`src/rtl/dma_burst_if.sv`:
```
// Request channel between the burst generator and the AXI-side engine:
// one burst request per valid/ready handshake, plus one completion pulse per finished request.
interface dma_burst_if #(
   parameter int DATA_W = 64,
   parameter int ADDR_W = 32
);
   logic [ADDR_W-1:0]   req_addr_o;
   logic [7:0]          req_alen_o;
   logic [2:0]          req_size_o;
   logic [DATA_W/8-1:0] req_strb_o;
   logic                req_valid_o;
   logic                req_ready_i;
   logic                txn_done_i;

   modport master (
      output req_addr_o, req_alen_o, req_size_o, req_strb_o, req_valid_o,
      input  req_ready_i, txn_done_i
   );

   modport slave (
      input  req_addr_o, req_alen_o, req_size_o, req_strb_o, req_valid_o,
      output req_ready_i, txn_done_i
   );
endinterface

```
`src/rtl/dma_burst_gen.sv`:
```
// Splits one (address, byte count) descriptor into AXI INCR burst requests that respect
// the 4KB page, the max-beat limit and a cap on outstanding requests.
module dma_burst_gen #(
   parameter int DATA_W         = 64,
   parameter int ADDR_W         = 32,
   parameter int BYTES_W        = 32,
   parameter int MAX_BEAT_BURST = 256,
   parameter int MAX_BURST_EN   = 1,
   parameter int MAX_OUTST      = 8
) (
   input  logic                         clk,
   input  logic                         rst,
   input  logic                         start_i,
   input  logic [ADDR_W-1:0]            addr_i,
   input  logic [BYTES_W-1:0]           num_bytes_i,
   output logic                         busy_o,
   output logic                         done_o,
   output logic [$clog2(MAX_OUTST):0]   pend_o,
   dma_burst_if.master                  bus
);
   localparam int B  = DATA_W / 8;
   localparam int LB = $clog2(B);
   localparam int PW = $clog2(MAX_OUTST) + 1;

   typedef enum logic [1:0] {IDLE, RUN, DRAIN, DONE} state_t;

   typedef struct packed {
      logic [BYTES_W-1:0] n;
      logic [7:0]         alen;
      logic [B-1:0]       strb;
   } req_t;

   // Head and tail pieces are single beats with a partial strobe; only aligned bodies burst.
   function automatic req_t calc_req(input logic [ADDR_W-1:0] addr, input logic [BYTES_W-1:0] rem);
      req_t               r;
      logic [LB-1:0]      off;
      logic [BYTES_W-1:0] room;
      logic [BYTES_W-LB-1:0] rem_beats;
      logic [13:0]        beats;
      logic [13:0]        page;
      r    = '0;
      off  = addr[LB-1:0];
      room = BYTES_W'(B) - BYTES_W'(off);
      rem_beats = rem[BYTES_W-1:LB];
      page  = (14'd4096 - {2'b00, addr[11:0]}) >> LB;
      beats = 14'd1;
      if (off != '0) begin
         r.n = (rem < room) ? rem : room;
         for (int i = 0; i < B; i++)
            r.strb[i] = (i >= int'(off)) && (i < int'(off) + int'(r.n));
      end else if (rem < BYTES_W'(B)) begin
         r.n = rem;
         for (int i = 0; i < B; i++)
            r.strb[i] = (i < int'(rem));
      end else begin
         if (rem_beats > (BYTES_W-LB)'(MAX_BEAT_BURST)) beats = 14'(MAX_BEAT_BURST);
         else beats = 14'(rem_beats);
         if (page < beats) beats = page;
         if (MAX_BURST_EN == 0) beats = 14'd1;
         r.alen = 8'(beats - 14'd1);
         r.strb = '1;
         r.n    = BYTES_W'(beats) << LB;
      end
      return r;
   endfunction

   state_t             state_q, state_d;
   logic [ADDR_W-1:0]  cur_addr_q, cur_addr_d;
   logic [BYTES_W-1:0] remaining_q, remaining_d;
   logic [PW-1:0]      pend_q, pend_d;
   logic               valid_q, valid_d;
   logic [ADDR_W-1:0]  addr_q, addr_d;
   logic [7:0]         alen_q, alen_d;
   logic [B-1:0]       strb_q, strb_d;
   logic [BYTES_W-1:0] n_q, n_d;
   logic               hs;
   req_t               nxt;

   assign hs = valid_q & bus.req_ready_i;

   // cur_addr/remaining describe the request currently presented; they advance on its handshake.
   always_comb begin
      state_d     = state_q;
      cur_addr_d  = cur_addr_q;
      remaining_d = remaining_q;
      pend_d      = pend_q;
      valid_d     = valid_q;
      addr_d      = addr_q;
      alen_d      = alen_q;
      strb_d      = strb_q;
      n_d         = n_q;

      if (hs && !bus.txn_done_i)                       pend_d = pend_q + PW'(1);
      else if (!hs && bus.txn_done_i && pend_q != '0)  pend_d = pend_q - PW'(1);

      case (state_q)
         IDLE: if (start_i) begin
            cur_addr_d  = addr_i;
            remaining_d = num_bytes_i;
            state_d     = (num_bytes_i == '0) ? DONE : RUN;
         end
         RUN: begin
            if (hs) begin
               cur_addr_d  = cur_addr_q + ADDR_W'(n_q);
               remaining_d = remaining_q - n_q;
               valid_d     = 1'b0;
            end
            if (remaining_d == '0) state_d = DRAIN;
         end
         DRAIN: if (pend_q == '0) state_d = DONE;
         default: state_d = IDLE;
      endcase

      nxt = calc_req(cur_addr_d, remaining_d);
      if (state_d == RUN && !valid_d && remaining_d != '0 && pend_d < PW'(MAX_OUTST)) begin
         valid_d = 1'b1;
         addr_d  = {cur_addr_d[ADDR_W-1:LB], {LB{1'b0}}};
         alen_d  = nxt.alen;
         strb_d  = nxt.strb;
         n_d     = nxt.n;
      end
   end

   always_ff @(posedge clk or posedge rst) begin
      if (rst) begin
         state_q     <= IDLE;
         cur_addr_q  <= '0;
         remaining_q <= '0;
         pend_q      <= '0;
         valid_q     <= 1'b0;
         addr_q      <= '0;
         alen_q      <= '0;
         strb_q      <= '0;
         n_q         <= '0;
      end else begin
         state_q     <= state_d;
         cur_addr_q  <= cur_addr_d;
         remaining_q <= remaining_d;
         pend_q      <= pend_d;
         valid_q     <= valid_d;
         addr_q      <= addr_d;
         alen_q      <= alen_d;
         strb_q      <= strb_d;
         n_q         <= n_d;
      end
   end

   a_no_underflow: assert property (@(posedge clk) disable iff (rst) !(bus.txn_done_i && pend_q == '0));

   assign bus.req_valid_o = valid_q;
   assign bus.req_addr_o  = addr_q;
   assign bus.req_alen_o  = alen_q;
   assign bus.req_strb_o  = strb_q;
   assign bus.req_size_o  = 3'(LB);
   assign busy_o          = (state_q != IDLE);
   assign done_o          = (state_q == DONE);
   assign pend_o          = pend_q;
endmodule

```
`src/flat_wrapper.sv`:
```
// flat-port wrapper written by rule: the top's interface ports become plain ports
module dma_burst_gen_flat 
#(
   parameter int DATA_W         = 64,
   parameter int ADDR_W         = 32,
   parameter int BYTES_W        = 32,
   parameter int MAX_BEAT_BURST = 256,
   parameter int MAX_BURST_EN   = 1,
   parameter int MAX_OUTST      = 8
)
  (clk, rst, start_i, addr_i, num_bytes_i, busy_o, done_o, pend_o, bus_req_addr_o, bus_req_alen_o, bus_req_size_o, bus_req_strb_o, bus_req_valid_o, bus_req_ready_i, bus_txn_done_i);
  dma_burst_if #(.DATA_W(DATA_W), .ADDR_W(ADDR_W)) bus_i ();
  input  logic clk;
  input  logic rst;
  input  logic start_i;
  input  logic [ADDR_W-1:0] addr_i;
  input  logic [BYTES_W-1:0] num_bytes_i;
  output logic busy_o;
  output logic done_o;
  output logic [$clog2(MAX_OUTST):0] pend_o;
  output wire logic [$bits(bus_i.req_addr_o)-1:0] bus_req_addr_o;
  output wire logic [$bits(bus_i.req_alen_o)-1:0] bus_req_alen_o;
  output wire logic [$bits(bus_i.req_size_o)-1:0] bus_req_size_o;
  output wire logic [$bits(bus_i.req_strb_o)-1:0] bus_req_strb_o;
  output wire logic [$bits(bus_i.req_valid_o)-1:0] bus_req_valid_o;
  input wire logic [$bits(bus_i.req_ready_i)-1:0] bus_req_ready_i;
  input wire logic [$bits(bus_i.txn_done_i)-1:0] bus_txn_done_i;
  assign bus_req_addr_o = bus_i.req_addr_o;
  assign bus_req_alen_o = bus_i.req_alen_o;
  assign bus_req_size_o = bus_i.req_size_o;
  assign bus_req_strb_o = bus_i.req_strb_o;
  assign bus_req_valid_o = bus_i.req_valid_o;
  assign bus_i.req_ready_i = bus_req_ready_i;
  assign bus_i.txn_done_i = bus_txn_done_i;
  dma_burst_gen #(.DATA_W(DATA_W), .ADDR_W(ADDR_W), .BYTES_W(BYTES_W), .MAX_BEAT_BURST(MAX_BEAT_BURST), .MAX_BURST_EN(MAX_BURST_EN), .MAX_OUTST(MAX_OUTST)) u_core (.clk(clk), .rst(rst), .start_i(start_i), .addr_i(addr_i), .num_bytes_i(num_bytes_i), .busy_o(busy_o), .done_o(done_o), .pend_o(pend_o), .bus(bus_i));
endmodule
```
`config.mk`:
```
export PLATFORM = sky130hd
export DESIGN_NAME = dma_burst_gen_flat
export DESIGN_NICKNAME = d
export VERILOG_FILES = /design/src/rtl/dma_burst_if.sv /design/src/rtl/dma_burst_gen.sv /design/src/flat_wrapper.sv
export SDC_FILE = /design/constraint.sdc
export NUM_CORES = 1
export LEC_CHECK = 0
export CORE_MARGIN = 1.5
export CORE_UTILIZATION = 35
export DETAILED_ROUTE_END_ITERATION = 8
export GPL_ROUTABILITY_DRIVEN = 0
export HOLD_SLACK_MARGIN = 0.02
export PLACE_DENSITY_LB_ADDON = 0.08
export SYNTH_ARGS = -nofsm -noshare
export SYNTH_HDL_FRONTEND = slang
export SYNTH_SLANG_ARGS = --single-unit
```
`constraint.sdc`:
```
create_clock -name clk -period 13.5 [get_ports clk]
set_input_delay 2.7 -clock clk [delete_from_list [all_inputs] [get_ports clk]]
set_output_delay 2.7 -clock clk [all_outputs]
set_load 0.01 [all_outputs]
```
======== Word-level counts from Yosys, hierarchy flattened ========
Index checks and enable logic that the tools add are counted.
cells by class
  eq/ne operators ......................... 4
  muxes and demuxes ....................... 30
  magnitude comparators ................... 28
  multipliers ............................. 0
  bitwise gates (word level) .............. 1
  reductions and logical operators ........ 24
  shift-type cells ........................ 0
  $add $sub $neg .......................... 8
  div/mod/pow operators ................... 0
operators by type and width
  cell                    count
  $lt 4x32->1 const A     8
  $mux 32                 8
  $lt 3x32->1 const A     4
  $pmux 32 s2             2
  $mux 14                 6
  $logic_not 32->1        2
  $lt 1x32->1 const A     2
  $lt 2x32->1 const A     2
  $add 32x32->32          1
  $add 4x32->32           1
  $lt 32x32->1            1
  $lt 32x4->1 const B     1
  $mux 8                  4
  $reduce_bool 32->1      1
  $sub 32x32->32          1
  $gt 29x9->1 const B     1
  $lt 11x14->1            1
  $sub 13x12->14 const A  1
  $logic_and 1x1->1       13
  $ge 3x3->1 const A      3
  $mux 2                  4
  $mux 4                  2
  $sub 8x1->8 const B     1
  $ge 1x3->1 const A      2
  16 further kinds        23
word-level totals
  RAM bits ................................ 0
  memories kept ........................... 0
  bits in latches ......................... 0
  bits in read-only memories .............. 0
  word-level logic and storage cells ...... 104
  flip-flop bits (word level) ............. 148

======== Depth between registers and ports, before layout ========
Gate-level depths: netlist of run 1.
  depth after elaboration ................. 15
  mapped depth ............................ 31
  gate-level depth less buffers ........... 29

======== Worst setup path after synthesis of run 1 ========
Ideal clock, no wire load.
  kind .................................... input -> register
  from .................................... input start_i
  to ...................................... register u_core.alen_q[4], in the netlist u_core.bus.req_alen_o[4]
  setup slack ............................. 5.568 ns
  stages .................................. 27
  arrival ................................. 7.849 ns
  buffers on the path ..................... 6
  cell sequence ........................... buf_2 > buf_2 > clkbuf_1 > buf_1 > o21ai_0 > a221oi_1 > o311ai_2 > nor4_2 > and4_1 > buf_2 > and2_1 > inv_1 > ha_1 > a21o_1 > a21o_1 > a21oi_1 > o211ai_1 > a21o_1 > buf_6 > mux2i_1 > ha_1 > inv_1 > or3_1 > a211oi_1 > a31oi_1 > xor2_1 > o21ai_0
between the ends
  longest elaborated chain between the ends .. 13
RTL lines
  item                              line                  source
  start, declared                   flat_wrapper.sv:15    input logic start_i;
  $mux 32 (*)                       dma_burst_gen.sv:97   IDLE: if (start_i) begin
  $pmux 32 s2 (*)                   dma_burst_gen.sv:96   case (state_q)
  named net u_core.remaining_d[31]  dma_burst_gen.sv:69   logic [BYTES_W-1:0] remaining_q, remaining_d;
  $gt 29x9->1                       dma_burst_gen.sv:56   if (rem_beats > (BYTES_W-LB)'(MAX_BEAT_BURST)) beats = 14'(MAX_BEAT_BURST);
  $mux 14                           dma_burst_gen.sv:56
  $mux 14                           dma_burst_gen.sv:51   end else if (rem < BYTES_W'(B)) begin
  $mux 14                           dma_burst_gen.sv:47   if (off != '0) begin
  $lt 11x14->1                      dma_burst_gen.sv:58   if (page < beats) beats = page;
  $mux 14                           dma_burst_gen.sv:58
  $mux 14                           dma_burst_gen.sv:51
  $mux 14                           dma_burst_gen.sv:47
  $sub 8x1->8                       dma_burst_gen.sv:60   r.alen = 8'(beats - 14'd1);
  $mux 8                            dma_burst_gen.sv:51
  $mux 8                            dma_burst_gen.sv:47
  end signal, assigned              dma_burst_gen.sv:142  alen_q <= alen_d;
  end, declared                     dma_burst_gen.sv:73   logic [7:0] alen_q, alen_d;
The timed path passes the listed nets; every way through them passes the cells marked *. The select of a mux whose other input is x is not followed.
A chain may end at the register's enable or synchronous reset.

======== Final worst setup path of run 1 ========
Ends and elaborated chain as after synthesis.

==> results of run 1 <==
cells in the final DEF (no fill, tap or decap), types with 30 or more instances in the layout:
master                              n
sky130_fd_sc_hd__ha_1              85
sky130_fd_sc_hd__dfrtp_1          148
sky130_fd_sc_hd__xor2_1            30
sky130_fd_sc_hd__a21oi_1          129
sky130_fd_sc_hd__nor2_1           158
sky130_fd_sc_hd__nand3_1           32
sky130_fd_sc_hd__o22ai_1           32
sky130_fd_sc_hd__xnor2_1           37
sky130_fd_sc_hd__nor3_1            34
sky130_fd_sc_hd__clkdlybuf4s50_1  119
sky130_fd_sc_hd__nand2_1          129
sky130_fd_sc_hd__inv_1             74
sky130_fd_sc_hd__o21ai_0           76
critical path, stage by stage:
cell and delay [ns]:
sky130_fd_sc_hd__buf_2 0.40, sky130_fd_sc_hd__buf_4 0.45, sky130_fd_sc_hd__nor2_1 0.10, sky130_fd_sc_hd__nor2_1 0.51, sky130_fd_sc_hd__o21ai_2 0.29, sky130_fd_sc_hd__buf_4 0.30
sky130_fd_sc_hd__a222oi_1 0.23, sky130_fd_sc_hd__nand2_1 0.11, sky130_fd_sc_hd__or2_2 0.31, sky130_fd_sc_hd__nor4_2 0.72, sky130_fd_sc_hd__and4_1 0.53, sky130_fd_sc_hd__and2_1 0.25
sky130_fd_sc_hd__inv_1 0.06, sky130_fd_sc_hd__ha_1 0.29, sky130_fd_sc_hd__a21o_1 0.12, sky130_fd_sc_hd__a21o_1 0.10, sky130_fd_sc_hd__a21oi_1 0.06, sky130_fd_sc_hd__o211ai_1 0.36
sky130_fd_sc_hd__a21o_1 0.42, sky130_fd_sc_hd__mux2i_1 0.41, sky130_fd_sc_hd__ha_1 0.24, sky130_fd_sc_hd__inv_1 0.08, sky130_fd_sc_hd__or3_1 0.38, sky130_fd_sc_hd__a211oi_1 0.22
sky130_fd_sc_hd__a31oi_1 0.08, sky130_fd_sc_hd__xor2_1 0.19, sky130_fd_sc_hd__o21ai_0 0.17
cell type report:
| class | count | area [um2] | share of cell area |
|---|---|---|---|
| clock buffers | 19 | 442.9 | 0.03063 |
| clock inverters | 13 | 230.2 | 0.01592 |
| inverters | 76 | 290.3 | 0.02007 |
| multi-input cells | 1188 | 7880 | 0.5449 |
| flip-flops and latches | 148 | 3704 | 0.2561 |
| well taps | 455 | 569.3 | 0.03936 |
| repair buffers | 140 | 1346 | 0.09309 |
power by group through the flow:
stage          combinational, W  sequential [W]  clock (W)
2_1_floorplan           0.00187        0.000776          0
3_3_place_gp            0.00267        0.000799          0
3_5_place_dp            0.00267        0.000797          0
4_1_cts                 0.00269        0.000791   0.000575
5_1_grt                 0.00299        0.000814   0.000592
6_report                0.00271        0.000792   0.000564
worst paths after layout:
check / start / end
max: start_i / u_core.bus.req_alen_o[4]
max in group asynchronous: rst / u_core.cur_addr_q[28]
min reg2reg: u_core.bus.req_alen_o[2] / u_core.bus.req_alen_o[2]
max reg2reg: u_core.n_q[7] / u_core.bus.req_alen_o[4]
min in group asynchronous: rst / u_core.bus.req_strb_o[6]
min: u_core.bus.req_alen_o[2] / u_core.bus.req_alen_o[2]
per-stage QoR:
stage	power, W	cell area [um2]
2_1_floorplan	0.002651	12210
3_3_place_gp	0.003471	13790
3_5_place_dp	0.003467	13790
4_1_cts	0.004057	14460
5_1_grt	0.004392	14460
6_report	0.004068	14460
state kept, by name, indices dropped and copies added, names as in the netlist:
signal / count
u_core.remaining_q: 32
u_core.bus.req_addr_o: 29
u_core.state_q: 2
u_core.bus.req_alen_o: 8
u_core.pend_o: 4
u_core.bus.req_strb_o: 8
u_core.cur_addr_q: 32
u_core.n_q: 32
u_core.bus.req_valid_o: 1
per-layer routing:
metal | global-route usage | vias to the layer above | wire length [um]
met1 | 0.3359 | 5803 | 20030
met3 | 0.03284 | 77 | 2104
met5 | 0 | - | 0
met4 | 0.1010 | 0 | 1530
met2 | 0.4420 | 392 | 22160
li1 | - | 5622 | -
logic make-up after synthesis:
group,after synthesis,share of synthesized area
and+or+nand+nor,510,0.2068
AOI/OAI and AO/OA,476,0.2594
buffers and inverters,155,0.05255
DFF,148,0.3038
adders and majority gates,88,0.09218
xor gates and xnor gates,67,0.04814
muxes,40,0.03644
other,2,0.0006161
==> reports/qor.yml, run 1 <==
outcome:
  run_status: "completed"
setup_path:
  critPathRequiredTime_ns: 13.85
  worst-path-max-fanout: 32
  worst_setup_path_end_kind: "register"
  start_kind: "primary input"
  path_class: "primary input to register"
  critical_path_data_arrival_time_ns: 10.10
  reg_to_reg_setup_timing_slack_ns: 5.62
  timing.reg2reg.worst_path_depth: 26
logic_synthesis:
  area_fraction_of_the_dominant_cell_type_after_synthesis: 0.3038
  yosys.cell_types.count: 98
  postSynthCellCount: 1486
  yosysMostFrequentCell: "sky130_fd_sc_hd__nor2_1"
  synth_edf_count: 0
  ys_warns: 0
  postSynthRegisterBits: 148
  most_instantiated_cells_after_synthesis: "158 x sky130_fd_sc_hd__nor2_1, 148 x sky130_fd_sc_hd__dfrtp_1, 129 x sky130_fd_sc_hd__a21oi_1, 129 x sky130_fd_sc_hd__nand2_1, 85 x sky130_fd_sc_hd__ha_1"
  ys_top_cells_by_area: "sky130_fd_sc_hd__dfrtp_1 30%, sky130_fd_sc_hd__ha_1 8.7%, sky130_fd_sc_hd__a21oi_1 5.3%, sky130_fd_sc_hd__nor2_1 4.9%, sky130_fd_sc_hd__nand2_1 4.0%"
  synth_area_mm2: 0.01219
  yosys_most_used_dff: "sky130_fd_sc_hd__dfrtp_1"
  async_reset_ff_frac: 1.000
  ys_seq_area_frac: 0.3038
  synthesis.area_per_instance_um2: 8.203
  post-synth-top-area-cell: "sky130_fd_sc_hd__dfrtp_1"
timing:
  timing.slew.headroom: 0.2902
  setup_total_negative_slack_ns: 0
  post-route-worst-setup-slack_ns: 3.746
  report.final.hold_viol_count: 0
  finalMaxSlewViolations: 0
  worst_slew_pin_slew_ns: 1.065
  period_share: 0.7225
  fin_crit_ns: 9.754
  achievable-frequency_mhz: 102.5
  final.hold.worst_slack_ns: 0.4999
  final-setup-viol-count: 0
  skew_ns: 0.01162
  grt_setup_unrepaired: "false"
final_layout:
  final_net_count: 1728
  final_layout_size_suffix_gt1_frac: 0.07576
  layout.filler_cells: 3494
  finalNonFillerCells: 2039
  flow.area_growth_from_synthesis_pct: 18.65
  fraction_of_the_core_area_covered_by_cells_at_the_end_of_the_flow: 0.4208
  num_antenna_cells: 0
route:
  drt-total-wl_mm: 45.82
  drtPass1Iterations: 5
  antenna_left: 0
  wl_per_cell_um: 22.47
  via_count: 11890
  post-route-drc-count: 0
  initialDrtViolationCount: 888
  post_drt_via_cell_ratio: 5.833
global_routing:
  grt_antenna_before_repair: 0
  grt_max_degree: 96
  first_global_vias: 11900
  grt_util_all_layers: 0.2602
  grt_pass1_wl_mm: 71.04
  grt_overflow_total: 0
floorplanning:
  coreArea_mm2: 0.03437
  chipWidth_um: 189.6
  dieArea_mm2: 0.03595
  floorplan.rows: 68
  num_io_pins: 127
  floorplan_die_height_um: 189.6
  initial_core_util: 0.3546
power_and_ir_drop:
  power.sequential.fraction: 0.195
  power_density_mw_per_mm2: 281.3
  max-vdd-ir-drop_mv: 0.1367
  logic_gate_share_of_total_power: 0.667
  part_of_the_total_power_dissipated_in_the_clock_network: 0.139
  power.share.switching: 0.4937
  p_sw_w: 0.002009
  intPower_w: 0.002060
  p_leak_nw: 5.951
clocking:
  cts_root_buffer: "sky130_fd_sc_hd__clkbuf_16"
  clock_path_buffers: 2
  tritoncts_clock_tree: "built"
  numClockSinks: 148
  ctsHoldBuffers: 0
  total_of_cells_resized_after_clock_tree_synthesis: 0
  worst_setup_hold_path_clk_slew_ns: 0.06
  post-cts-setup-buffer-count: 0
  numCtsBuffers: 17
  clock_network_latency_to_the_later_pin_of_the_worst_skew_pair_ns: 0.44
  htreeDepth: 4
worst_hold_path:
  min_path_type: "register to register"
  whs_path_depth: 2
place:
  dpl.hpwl_mm: 35.07
  place_ws_ns: 3.335
  place_inst: 2007
  port-buffer-count: 120
run:
  drv_cap: 0
No activity file was read; power rests on OpenSTA's default activity.
==> inputs of run 2 (changes only) <==
clock period = 8.6 ns   (was 13.5 ns; I/O delays follow)
==> run 2 against run 1 <==
Against the previous run: combinational power grew 60%; cell count grew 0.69%; worst setup slack lost 2.7 ns; via count grew 1.1%; largest cell class unchanged; highest routed layer unchanged.
==> reports/qor.yml, run 2 (synthesized netlist as in run 1, its figures left out) <==
final_layout:
  layout.filler_cells: 3508  # was 3,494
  num_antenna_cells: 0  # unchanged
  seq_area_mm2: 0.003704  # unchanged
  multiInputGateArea_mm2: 0.007876  # was 0.007880 mm2
  final_net_count: 1742  # was 1,728
  final_cell_mix: "158 x sky130_fd_sc_hd__nor2_1, 148 x sky130_fd_sc_hd__dfrtp_1, 129 x sky130_fd_sc_hd__a21oi_1, 129 x sky130_fd_sc_hd__nand2_1, 119 x sky130_fd_sc_hd__clkdlybuf4s50_1"  # unchanged
  biggestRegsByFlops: "u_core.cur_addr_q (32), u_core.n_q (32), u_core.remaining_q (32)"  # unchanged
  final_layout_size_suffix_gt1_frac: 0.08198  # was 0.07576
  flow.area_growth_from_synthesis_pct: 18.81  # was 18.65%
  final_common_cell: "sky130_fd_sc_hd__nor2_1"  # unchanged
route:
  initialDrtViolationCount: 925  # was 888
  wl_per_cell_um: 22.86  # was 22.47 um
  drt-total-wl_mm: 46.93  # was 45.82 mm
  drtPass1Iterations: 7  # was 5
  post_drt_via_cell_ratio: 5.856  # was 5.833
  post-route-drc-count: 0  # unchanged
  antenna_left: 0  # unchanged
  via_count: 12020  # was 11.89k
setup_path:
  worst_setup_path_end_kind: "register"  # unchanged
  critPathRequiredTime_ns: 8.96  # was 13.85 ns
  worst_path_dominant_cell_family: "simple AND/OR/NAND/NOR gates"  # unchanged
  timing.reg2reg.worst_path_depth: 27  # was 26
  worst-path-max-fanout: 8  # was 32
  path_class: "primary input to register"  # unchanged
  critical_path.startpoint: "bus_req_ready_i"  # was start_i
  timing.critical_path.slowest_stage_cell: "sky130_fd_sc_hd__clkdlybuf4s50_1"  # was sky130_fd_sc_hd__nor4_2
  reg_to_reg_setup_timing_slack_ns: 1.47  # was 5.62 ns
  critical_path_data_arrival_time_ns: 7.91  # was 10.10 ns
  crit_end: "u_core.bus.req_alen_o[4]"  # unchanged
  reg2reg_to: "u_core.bus.req_alen_o[4]"  # unchanged
  start_kind: "primary input"  # unchanged
  critical_path_depth: 27  # unchanged
  cp.buffers_inverters: 4  # was 5
  critPathMaxStageDelay_ns: 0.60  # was 0.72 ns
  timing.rr.start: "u_core.n_q[6]"  # was u_core.n_q[7]
floorplanning:
  chipWidth_um: 189.6  # unchanged
  num_io_pins: 127  # unchanged
  coreArea_mm2: 0.03437  # unchanged
  dieArea_mm2: 0.03595  # unchanged
  floorplan_die_height_um: 189.6  # unchanged
  floorplan.rows: 68  # unchanged
  initial_core_util: 0.3546  # unchanged
global_routing:
  grt_antenna_before_repair: 0  # unchanged
  grt_util_all_layers: 0.2609  # was 0.2602
  grt_pass1_wl_mm: 70.54  # was 71.04 mm
  first_global_vias: 11740  # was 11.90k
  grt_overflow_total: 0  # unchanged
  grt_max_degree: 86  # was 96
power_and_ir_drop:
  p_leak_nw: 5.977  # was 5.951 nW
  max-vdd-ir-drop_mv: 0.2450  # was 0.1367 mV
  post-layout-total-power_w: 0.006369  # was 0.004068 W
  power_density_mw_per_mm2: 439.8  # was 281.3 mW/mm2
clocking:
  tritoncts_clock_tree: "built"  # unchanged
  clock_network_latency_to_the_later_pin_of_the_worst_skew_pair_ns: 0.45  # was 0.44 ns
  clock_path_buffers: 2  # unchanged
  ctsHoldBuffers: 0  # unchanged
  post-cts-setup-buffer-count: 0  # unchanged
  numCtsBuffers: 17  # unchanged
  worst_setup_hold_path_clk_slew_ns: 0.07  # was 0.06 ns
  numClockSinks: 148  # unchanged
  cts_root_buffer: "sky130_fd_sc_hd__clkbuf_16"  # unchanged
  htreeDepth: 4  # unchanged
  total_of_cells_resized_after_clock_tree_synthesis: 0  # unchanged
timing:
  final-setup-viol-count: 0  # unchanged
  grt_setup_unrepaired: "false"  # unchanged
  worst_slew_pin_slew_ns: 1.008  # was 1.065 ns
  skew_ns: 0.01841  # was 0.01162 ns
  period_share: 0.8781
  finalMaxSlewViolations: 0  # unchanged
  fin_crit_ns: 7.551
  timing.slew.headroom: 0.3253  # was 0.2902
  report.final.hold_viol_count: 0  # unchanged
  achievable-frequency_mhz: 132.4
  setup_total_negative_slack_ns: 0  # unchanged
outcome:
  run_status: "completed"  # unchanged
run:
  drv_cap: 0  # unchanged
place:
  dpl.hpwl_mm: 35.58  # was 35.07 mm
  port-buffer-count: 120  # unchanged
worst_hold_path:
  min_path_type: "register to register"  # unchanged
==> run 2: cell count changes in the layout (fill, tap and decap cells not counted) <==
cell                        delta
sky130_fd_sc_hd__buf_4        +14
sky130_fd_sc_hd__o21ai_2       -1
sky130_fd_sc_hd__clkbuf_1      +2
sky130_fd_sc_hd__o21ai_1       +1
sky130_fd_sc_hd__inv_6         +2
sky130_fd_sc_hd__clkbuf_8      -1
sky130_fd_sc_hd__clkinv_4      -1
sky130_fd_sc_hd__clkinv_2      +1
sky130_fd_sc_hd__bufinv_16     -3
==> run 2: where the power goes <==
part	internal, W	switching, W
Sequential	0.000986	0.000263
Combinational	0.00172	0.00260
Clock	0.000457	0.000337
==> run 2: final cells by class <==
type / instances / share of cell area
Clock inverter: 12 / 0.01063
Timing Repair Buffer: 154 / 0.1002
Multi-Input combinational cell: 1188 / 0.5439
Clock buffer: 20 / 0.03015
Tap cell: 455 / 0.03931
Sequential cell: 148 / 0.2557
Inverter: 76 / 0.02004
==> run 2: worst min path at each step <==
| stage | from | end | slack, ns | cells past startpoint |
|---|---|---|---|---|
| 6_report | u_core.bus.req_alen_o[1] | u_core.bus.req_alen_o[1] | 0.49 | 2 |
| 4_1_cts | u_core.bus.req_alen_o[1] | u_core.bus.req_alen_o[1] | 0.50 | 2 |
| 3_3_place_gp | u_core.bus.req_alen_o[1] | u_core.bus.req_alen_o[1] | 0.47 | 2 |
| 5_1_grt | u_core.bus.req_alen_o[3] | u_core.bus.req_alen_o[3] | 0.53 | 1 |
| 2_1_floorplan | u_core.n_q[13] | u_core.n_q[13] | 0.50 | 2 |
| 3_5_place_dp | u_core.bus.req_alen_o[1] | u_core.bus.req_alen_o[1] | 0.47 | 2 |
==> run 2: worst reg2reg max path, delay by kind of cell, from the launching register on <==
family,cells,cell delay (ns)
simple gates,6,1.83
compound gates,12,2.93
flops,1,0.35
mux,1,0.27
xor+xnor,2,0.43
buf+inv,3,0.23
fa+ha+maj,3,0.99
==> run 2: per-layer routing <==
| layer | up-vias | routed length [um] | share of wire | GRT usage |
|---|---|---|---|---|
| met1 | 5847 | 19940 | 0.42 | 0.3266 |
| met5 | - | 0 | 0 | 0 |
| met4 | 0 | 1841 | 0.039 | 0.1096 |
| met3 | 84 | 2625 | 0.056 | 0.04169 |
| met2 | 434 | 22520 | 0.48 | 0.4449 |
| li1 | 5658 | - | - | - |
==> run 2: stage by stage <==
stage	cell area (um2)	hold slack [ns]	setup WS, ns	cells	utilization
finish	14480	0.4895	1.049	2053	0.4213
global route	14480	0.5259	0.4347	2053	0.4213
CTS	14480	0.4967	1.109	2053	0.4213
detailed placement	13890	0.4740	0.6266	2021	0.4041
global placement	13890	0.4679	0.7453	2021	0.4041
floorplan	12210	0.4956	1.648	1491	-
